### config.mk
export PLATFORM = sky130hd
export DESIGN_NAME = fpu_issue_ctrl
export DESIGN_NICKNAME = d
export VERILOG_FILES = /design/src/rtl/fpu_issue_ctrl.sv
export SDC_FILE = /design/constraint.sdc
export NUM_CORES = 2
export LEC_CHECK = 0
export CORE_MARGIN = 8
export CORE_UTILIZATION = 35
export CTS_BUF_LIST = sky130_fd_sc_hd__clkbuf_8
export DETAILED_ROUTE_END_ITERATION = 16
export HOLD_SLACK_MARGIN = 0.05
export PLACE_DENSITY = 0.59
export SYNTH_ARGS = -nofsm -noshare
export SYNTH_HDL_FRONTEND = slang
export SYNTH_SLANG_ARGS = --single-unit
### constraint.sdc
create_clock -name clk -period 4.4 [get_ports clk]
set_input_delay 0.88 -clock clk [delete_from_list [all_inputs] [get_ports clk]]
set_output_delay 0.88 -clock clk [all_outputs]
set_load 0.005 [all_outputs]
### src/rtl/fpu_issue_ctrl.sv
// fpu_issue_ctrl: issue and writeback control for the FPU.
// Owns the FP register file and a per-register busy scoreboard. Launches ops
// into an external fixed-latency, fully pipelined FU and retires them in issue
// order through a tag pipeline whose depth matches the FU latency.
module fpu_issue_ctrl #(
  parameter int NREG   = 32,
  parameter int DW     = 32,
  parameter int FU_LAT = 4,
  parameter int BYPASS = 0,
  localparam int RW    = $clog2(NREG)
) (
  input  logic          clk,
  input  logic          rstn,
  input  logic [RW-1:0] x1,
  input  logic [RW-1:0] x2,
  input  logic [RW-1:0] y,
  input  logic [5:0]    operation,
  input  logic [DW-1:0] in_data,
  input  logic          ready,
  output logic          accept,
  output logic          valid,
  output logic [DW-1:0] out_data,
  output logic          cond,
  output logic          ex_start,
  output logic [5:0]    ex_op,
  output logic [DW-1:0] ex_a,
  output logic [DW-1:0] ex_b,
  input  logic [DW-1:0] ex_result,
  input  logic          ex_cond
);

  localparam logic [5:0] FPU_OPSET = 6'h01;

  logic [DW-1:0]     regs_q    [NREG];
  logic [DW-1:0]     regs_d    [NREG];
  logic [NREG-1:0]   busy_q,    busy_d;
  logic [FU_LAT-1:0] tag_vld_q, tag_vld_d;
  logic [FU_LAT-1:0] tag_set_q, tag_set_d;
  logic [FU_LAT-1:0] tag_cmp_q, tag_cmp_d;
  logic [RW-1:0]     tag_y_q   [FU_LAT];
  logic [RW-1:0]     tag_y_d   [FU_LAT];
  logic [DW-1:0]     tag_dat_q [FU_LAT];
  logic [DW-1:0]     tag_dat_d [FU_LAT];
  logic              valid_q,    valid_d;
  logic              cond_q,     cond_d;
  logic [DW-1:0]     out_data_q, out_data_d;

  logic          op_set, op_cmp, op_wr;
  logic          ret_vld, ret_wr;
  logic [RW-1:0] ret_y;
  logic [DW-1:0] ret_val;
  logic          x1_ret, x2_ret, y_ret;
  logic          x1_busy, x2_busy, y_busy;
  logic          hazard;

  // Decode the incoming command and the retire stage, then evaluate hazards.
  always_comb begin
    op_set  = (operation == FPU_OPSET);
    op_cmp  = operation[5];
    op_wr   = !op_cmp;
    ret_vld = tag_vld_q[FU_LAT-1];
    ret_wr  = ret_vld && !tag_cmp_q[FU_LAT-1];
    ret_y   = tag_y_q[FU_LAT-1];
    ret_val = tag_set_q[FU_LAT-1] ? tag_dat_q[FU_LAT-1] : ex_result;
    x1_ret  = ret_wr && (ret_y == x1);
    x2_ret  = ret_wr && (ret_y == x2);
    y_ret   = ret_wr && (ret_y == y);
    // A register whose writer retires this cycle is free for a new writer;
    // as a source it is only usable through the bypass.
    x1_busy = busy_q[x1] && !x1_ret;
    x2_busy = busy_q[x2] && !x2_ret;
    y_busy  = busy_q[y] && !y_ret;
    hazard  = (!op_set && (x1_busy || x2_busy ||
                           ((BYPASS == 0) && (x1_ret || x2_ret)))) ||
              (op_wr && y_busy);
  end

  assign accept   = ready && !hazard && rstn;
  assign ex_start = accept && !op_set;
  assign ex_op    = operation;
  assign ex_a     = ((BYPASS != 0) && x1_ret) ? ret_val : regs_q[x1];
  assign ex_b     = ((BYPASS != 0) && x2_ret) ? ret_val : regs_q[x2];
  assign valid    = valid_q;
  assign out_data = out_data_q;
  assign cond     = cond_q;

  // Tag pipeline: stage 0 captures the accepted command, then it shifts
  // every cycle in lockstep with the FU.
  always_comb begin
    tag_vld_d    = '0;
    tag_set_d    = '0;
    tag_cmp_d    = '0;
    tag_vld_d[0] = accept;
    tag_set_d[0] = op_set;
    tag_cmp_d[0] = op_cmp;
    tag_y_d[0]   = y;
    tag_dat_d[0] = in_data;
    for (int i = 1; i < FU_LAT; i++) begin
      tag_vld_d[i] = tag_vld_q[i-1];
      tag_set_d[i] = tag_set_q[i-1];
      tag_cmp_d[i] = tag_cmp_q[i-1];
      tag_y_d[i]   = tag_y_q[i-1];
      tag_dat_d[i] = tag_dat_q[i-1];
    end
  end

  // Writeback and scoreboard update; a new issue to y wins over a retire
  // clearing the same busy bit.
  always_comb begin
    regs_d     = regs_q;
    busy_d     = busy_q;
    valid_d    = ret_vld;
    out_data_d = ret_vld ? ret_val : out_data_q;
    cond_d     = (ret_vld && tag_cmp_q[FU_LAT-1]) ? ex_cond : cond_q;
    if (ret_wr) begin
      regs_d[ret_y] = ret_val;
      busy_d[ret_y] = 1'b0;
    end
    if (accept && op_wr) begin
      busy_d[y] = 1'b1;
    end
  end

  // State registers; reset drops everything in flight.
  always_ff @(posedge clk or negedge rstn) begin
    if (!rstn) begin
      for (int i = 0; i < NREG; i++) begin
        regs_q[i] <= '0;
      end
      for (int i = 0; i < FU_LAT; i++) begin
        tag_y_q[i]   <= '0;
        tag_dat_q[i] <= '0;
      end
      busy_q     <= '0;
      tag_vld_q  <= '0;
      tag_set_q  <= '0;
      tag_cmp_q  <= '0;
      valid_q    <= 1'b0;
      out_data_q <= '0;
      cond_q     <= 1'b0;
    end else begin
      regs_q     <= regs_d;
      busy_q     <= busy_d;
      tag_vld_q  <= tag_vld_d;
      tag_set_q  <= tag_set_d;
      tag_cmp_q  <= tag_cmp_d;
      tag_y_q    <= tag_y_d;
      tag_dat_q  <= tag_dat_d;
      valid_q    <= valid_d;
      out_data_q <= out_data_d;
      cond_q     <= cond_d;
    end
  end

endmodule
==> Word level (Yosys, flattened, before mapping) <==
Cells that the tools add are included.
{ "totals": {"regBits": 1250, "input_bits": 89, "out_inout_bits": 106} }
{ "classes": {"mux": 22, "bitwise_logic": 6, "n_lt_le_gt_ge": 10, "reduce_logical": 28, "eq_ne": 4} }
{ "ops": {"columns": ["cell", "count"], "rows": [
  ["1024-bit bitwise mux", 1],
  ["32-bit binary-select mux with 5-bit select", 2],
  ["32-bit 2-to-1 mux", 8],
  ["32-bit demux with 5-bit select", 1],
  ["32-bit bitwise AND", 1],
  ["32-bit inverter", 1],
  ["32-bit OR", 1],
  ["5-bit by 6-bit < comparator with 1-bit output, second input constant", 4],
  ["6-bit greater-or-equal comparator, second input constant", 3],
  ["5-bit inverter with 6-bit output", 3],
  ["1-bit logical AND", 17],
  ["1-bit binary-select mux with 5-bit select", 3],
  ["5-bit equality test", 3],
  ["1-bit demux with 5-bit select", 2],
  ["5-bit by 1-bit greater-or-equal comparator with 1-bit output, second input constant", 2],
  ["1-bit logical NOT", 7],
  ["6-bit by 1-bit equality test with 1-bit output, second input constant", 1],
  ["6-bit by 1-bit < comparator with 1-bit output, second input constant", 1],
  ["1-bit 2-to-1 mux", 5],
  ["1-bit logical OR", 4]
]} }

==> Longest topological paths before layout <==
{ "depth": {"ltp_word": 14, "mapped_depth": 11, "ltp_nobuf": 6} }

==> Worst setup path before layout <==
Ideal clock, no wire load.
{ "synth_path": {"path_type": "input -> output", "start": "input port x1[0]", "end": "output port ex_a[10]", "setup_slack_ns": 0.578, "path_buffers": 3, "arrival_time_ns": 2.942, "stages": 6, "cell_sequence": "buf_6 > buf_6 > buf_1 > mux4_2 > mux4_2 > mux2_2"} }
{ "synth_between": {"elab_chain_cells": 4} }
{ "synth_rtl": {"columns": ["element", "line", "text"], "rows": [
  ["start, declared", "14", "input logic [RW-1:0] x1,"],
  ["5-bit inverter with 6-bit output (implied by the code)", "81", "assign ex_a = ((BYPASS != 0) && x1_ret) ? ret_val : regs_q[x1];"],
  ["32-bit binary-select mux with 5-bit select", "81", null],
  ["32-bit 2-to-1 mux (implied by the code) (2 in series)", "81", null],
  ["end, declared", "26", "output logic [DW-1:0] ex_a,"]
]} }
No other way between the ends. The select of a mux whose other input is x is not followed.

==> Final worst setup path <==
{ "layout_path": {"start": "input port operation[1]", "end": "output port ex_start"} }
{ "layout_between": {"elab_chain_cells": 8} }
{ "layout_rtl": {"columns": ["element", "line", "text"], "rows": [
  ["start, declared", "17", "input logic [5:0] operation,"],
  ["6-bit by 1-bit equality test with 1-bit output (*)", "58", "op_set = (operation == FPU_OPSET);"],
  ["1-bit logical NOT (*)", "73, 79", null],
  ["1-bit logical AND", "73", "hazard = (!op_set && (x1_busy || x2_busy ||"],
  ["1-bit logical OR", "74", "((BYPASS == 0) && (x1_ret || x2_ret)))) ||"],
  ["1-bit logical NOT", "78", "assign accept = ready && !hazard && rstn;"],
  ["1-bit logical AND (2 in series)", "78", null],
  ["1-bit logical AND (*)", "79", "assign ex_start = accept && !op_set;"],
  ["end, declared", "24", "output logic ex_start,"]
]} }
Mark *: on every way between the ends. The rest lies on a longest branch, timed or not.

==> impl_metrics.py <==
metrics = {
    "outcome": {
        "status": "finished clean",
    },
    "critical_path": {
        "ff2ff_setup_slack_ns": 0.98,
        "crit_arrival_ns": 3.45,
        "cp-start-kind": "input port",
        "cp-end-kind": "output pin",
        "worstPathMaxFanout": 2,
        "cp.required_ns": 3.52,
        "worstReg2RegStart": "tag_vld_q[3]",
        "crit_start": "operation[1]",
        "crit_type": "input port to output pin",
    },
    "clocking": {
        "clkSlewWorstSetupHoldPaths_ns": 0.06,
        "htreeDepth": 4,
        "cts-root-buf": "clkbuf_8",
        "cts_sinks": 1250,
        "clk_path_buf_depth": 3,
        "cts_tree": "built",
        "cts_buffers": 212,
        "clock_latency_ns": 0.93,
    },
    "drt": {
        "drc": 0,
        "first_iter_violations": 4036,
        "antenna_left": 0,
        "wl_um": 189000,
        "avgRoutedWirePerCell_um": 25.30,
        "avgViaCountPerCell": 5.653,
        "first_pass_iters": 6,
        "vias": 42230,
    },
    "pwr": {
        "switching_power_mw": 6.416,
        "p_seq_frac": 0.466,
        "p_per_area_nw_per_um2": 363.3,
        "pwr-share-comb": 0.081,
        "intPower_mw": 19.30,
        "swShare": 0.2495,
        "clkPwrFrac": 0.453,
        "leakage_nw": 26.77,
        "ir_worst_vdd_uv": 317.8,
    },
    "global_route": {
        "track_usage": 0.2019,
        "overflow": 0,
        "grt_pass1_wl_um": 283900,
        "grt_max_degree": 179,
        "first_global_vias": 42940,
        "antenna_found_initial": 5,
    },
    "placement": {
        "dp.cells": 7069,
        "place_ws_ns": -0.2873,
        "gp_congestion": 0.8422,
        "hpwl_um": 110900,
        "numPortBuffers": 194,
    },
    "yosys": {
        "synth_area_leaders": "dfrtp_1 (52%), mux4_2 (24%), o21ai_0 (4.9%)",
        "ys_ff_latch": 1250,
        "yosysTopAreaCell": "dfrtp_1",
        "synth_nets": 5020,
        "synth_cells": 4931,
        "synth_common_cells": "dfrtp_1 (1250), mux4_2 (647), o21ai_0 (589), nand2_1 (587), nor2_1 (565)",
        "synth_warnings": 0,
        "synth_edf_count": 0,
        "async_reset_ff_frac": 1.000,
        "synth_top_area_frac": 0.5198,
        "synth_area_um2": 60180,
        "postSynthAreaPerCell_um2": 12.20,
        "ys_seq_area_frac": 0.5198,
        "synth_cell_types": 45,
        "synth.most_common_cell": "dfrtp_1",
        "synth-main-ff-cell": "dfrtp_1",
    },
    "floorplanning": {
        "die_w_um": 430.7,
        "num_rows": 152,
        "start_util": 0.3516,
        "core-area_um2": 171200,
        "die_h_um": 430.7,
        "ioPinCount": 195,
        "dieArea_um2": 185500,
    },
    "timing": {
        "setup_slack_ns": 0.07495,
        "setup_viol": 0,
        "fin_skew_ns": 0.06192,
        "final_max_slew_viol_count": 0,
        "timing.final.crit_share": 0.9830,
        "rsz0062_at_grt": "yes",
        "min_period_ns": 4.325,
        "tightest_slew_ns": 1.171,
        "maxSlewHeadroom": 0.2025,
        "hold_violations": 0,
        "max_clock_freq_mhz": 231.2,
    },
    "hold_path": {
        "hp-class": "register to register",
        "hp-start": "tag_dat_d[4]",
    },
    "flow_run": {
        "max_cap_viol_count": 0,
    },
    "final_layout": {
        "nets": 5141,
        "layoutNonFillerInstCount": 7470,
        "area_growth_pct": 17.63,
        "drive_gt1_frac": 0.2627,
        "post-route-util": 0.4136,
    },
}
## kinds of logic after synthesis
logic type | Yosys count | share of synthesized area
simple gates | 1234 | 0.08065
buf+inv | 520 | 0.03676
flops | 1250 | 0.5198
mux | 778 | 0.2653
compound gates | 1134 | 0.09533
xor+xnor | 15 | 0.002183
## per-layer routing
layer,global-route usage,share of wire
met2,0.3201,0.47
met1,0.2826,0.43
met4,0.06863,0.031
met3,0.03478,0.071
met5,0,0
## final timing paths
kind / to / cells after the start
worst min register to register: tag_dat_q[4] / 0
min in group asynchronous: tag_dat_q[22] / 2
max in group asynchronous: regs_q[138] / 4
worst max-delay path: ex_start / 9
worst min-delay path: tag_dat_q[4] / 0
worst max register to register: regs_q[754] / 5
## flip-flops by register name (all words and copies together), names as in the netlist
name / cells
out_data: 32
valid: 1
busy_q: 32
tag_dat_q: 32
tag_y_d: 15
cond: 1
ret_y: 5
tag_cmp_q: 4
regs_q: 1024
tag_dat_d: 96
tag_vld_q: 4
tag_set_q: 4
## area by class of cell
cell class,instances,area [um^2]
multi-input cells,3161,27190
inverters,6,22.52
diodes,3,7.507
fillers,15930,100400
clock inverters,122,1042
well taps,2233,2794
clock buffers,274,3771
flip-flops and latches,1250,31290
repair buffers,421,4672
## critical path: stages
cell and delay, ns:
clkdlybuf4s50_1 0.41, or4b_4 0.57, o31a_1 0.29, nand4_1 0.08
and4_1 0.23, nand2_2 0.11, nor4b_4 0.23, buf_4 0.14
clkdlybuf4s50_1 0.50
## power groups by stage
stage | registers [mW] | logic, mW | clock network [mW]
after detailed placement | 12.2 | 2.10 | 0
after CTS | 12.0 | 2.11 | 12.0
after global placement | 12.2 | 2.08 | 0
final | 12.0 | 2.07 | 11.7
after global routing | 12.0 | 2.24 | 12.5
after floorplan | 12.1 | 1.04 | 0
## per-stage QoR
step                setup TNS, ns  area [um^2]  hold slack, ns  power [mW]
floorplan                       0        60180          0.3312       13.16
global placement          -0.6821        65890          0.3315       14.25
detailed placement        -0.4824        65890          0.3347       14.29
CTS                    -0.0008080        70750          0.2861       26.05
global route             -0.01304        70790          0.3248       26.71
finish                          0        70790          0.3314       25.72
## cells in the final DEF (no fill, tap or decap), drive strengths merged, types with 64 or more instances in the layout
master and count:
mux4 647, nand2 587, buf 236, mux2i 64, clkdlybuf4s50 183, a21oi 515, dfrtp 1250, nor2 565
clkbuf 274, mux2 67, o21ai 595, inv 67
## repair_timing
action | 4_1_cts | 5_1_grt
endpoints found under the setup margin | 2 | 2
resized for setup | 7 | 9
pin swaps | 2 | 1
buffers inserted | 1 | 0
hold endpoints to repair | 44 | 0
hold buffers | 1 | 0
No activity file was read; power rests on OpenSTA's default activity.
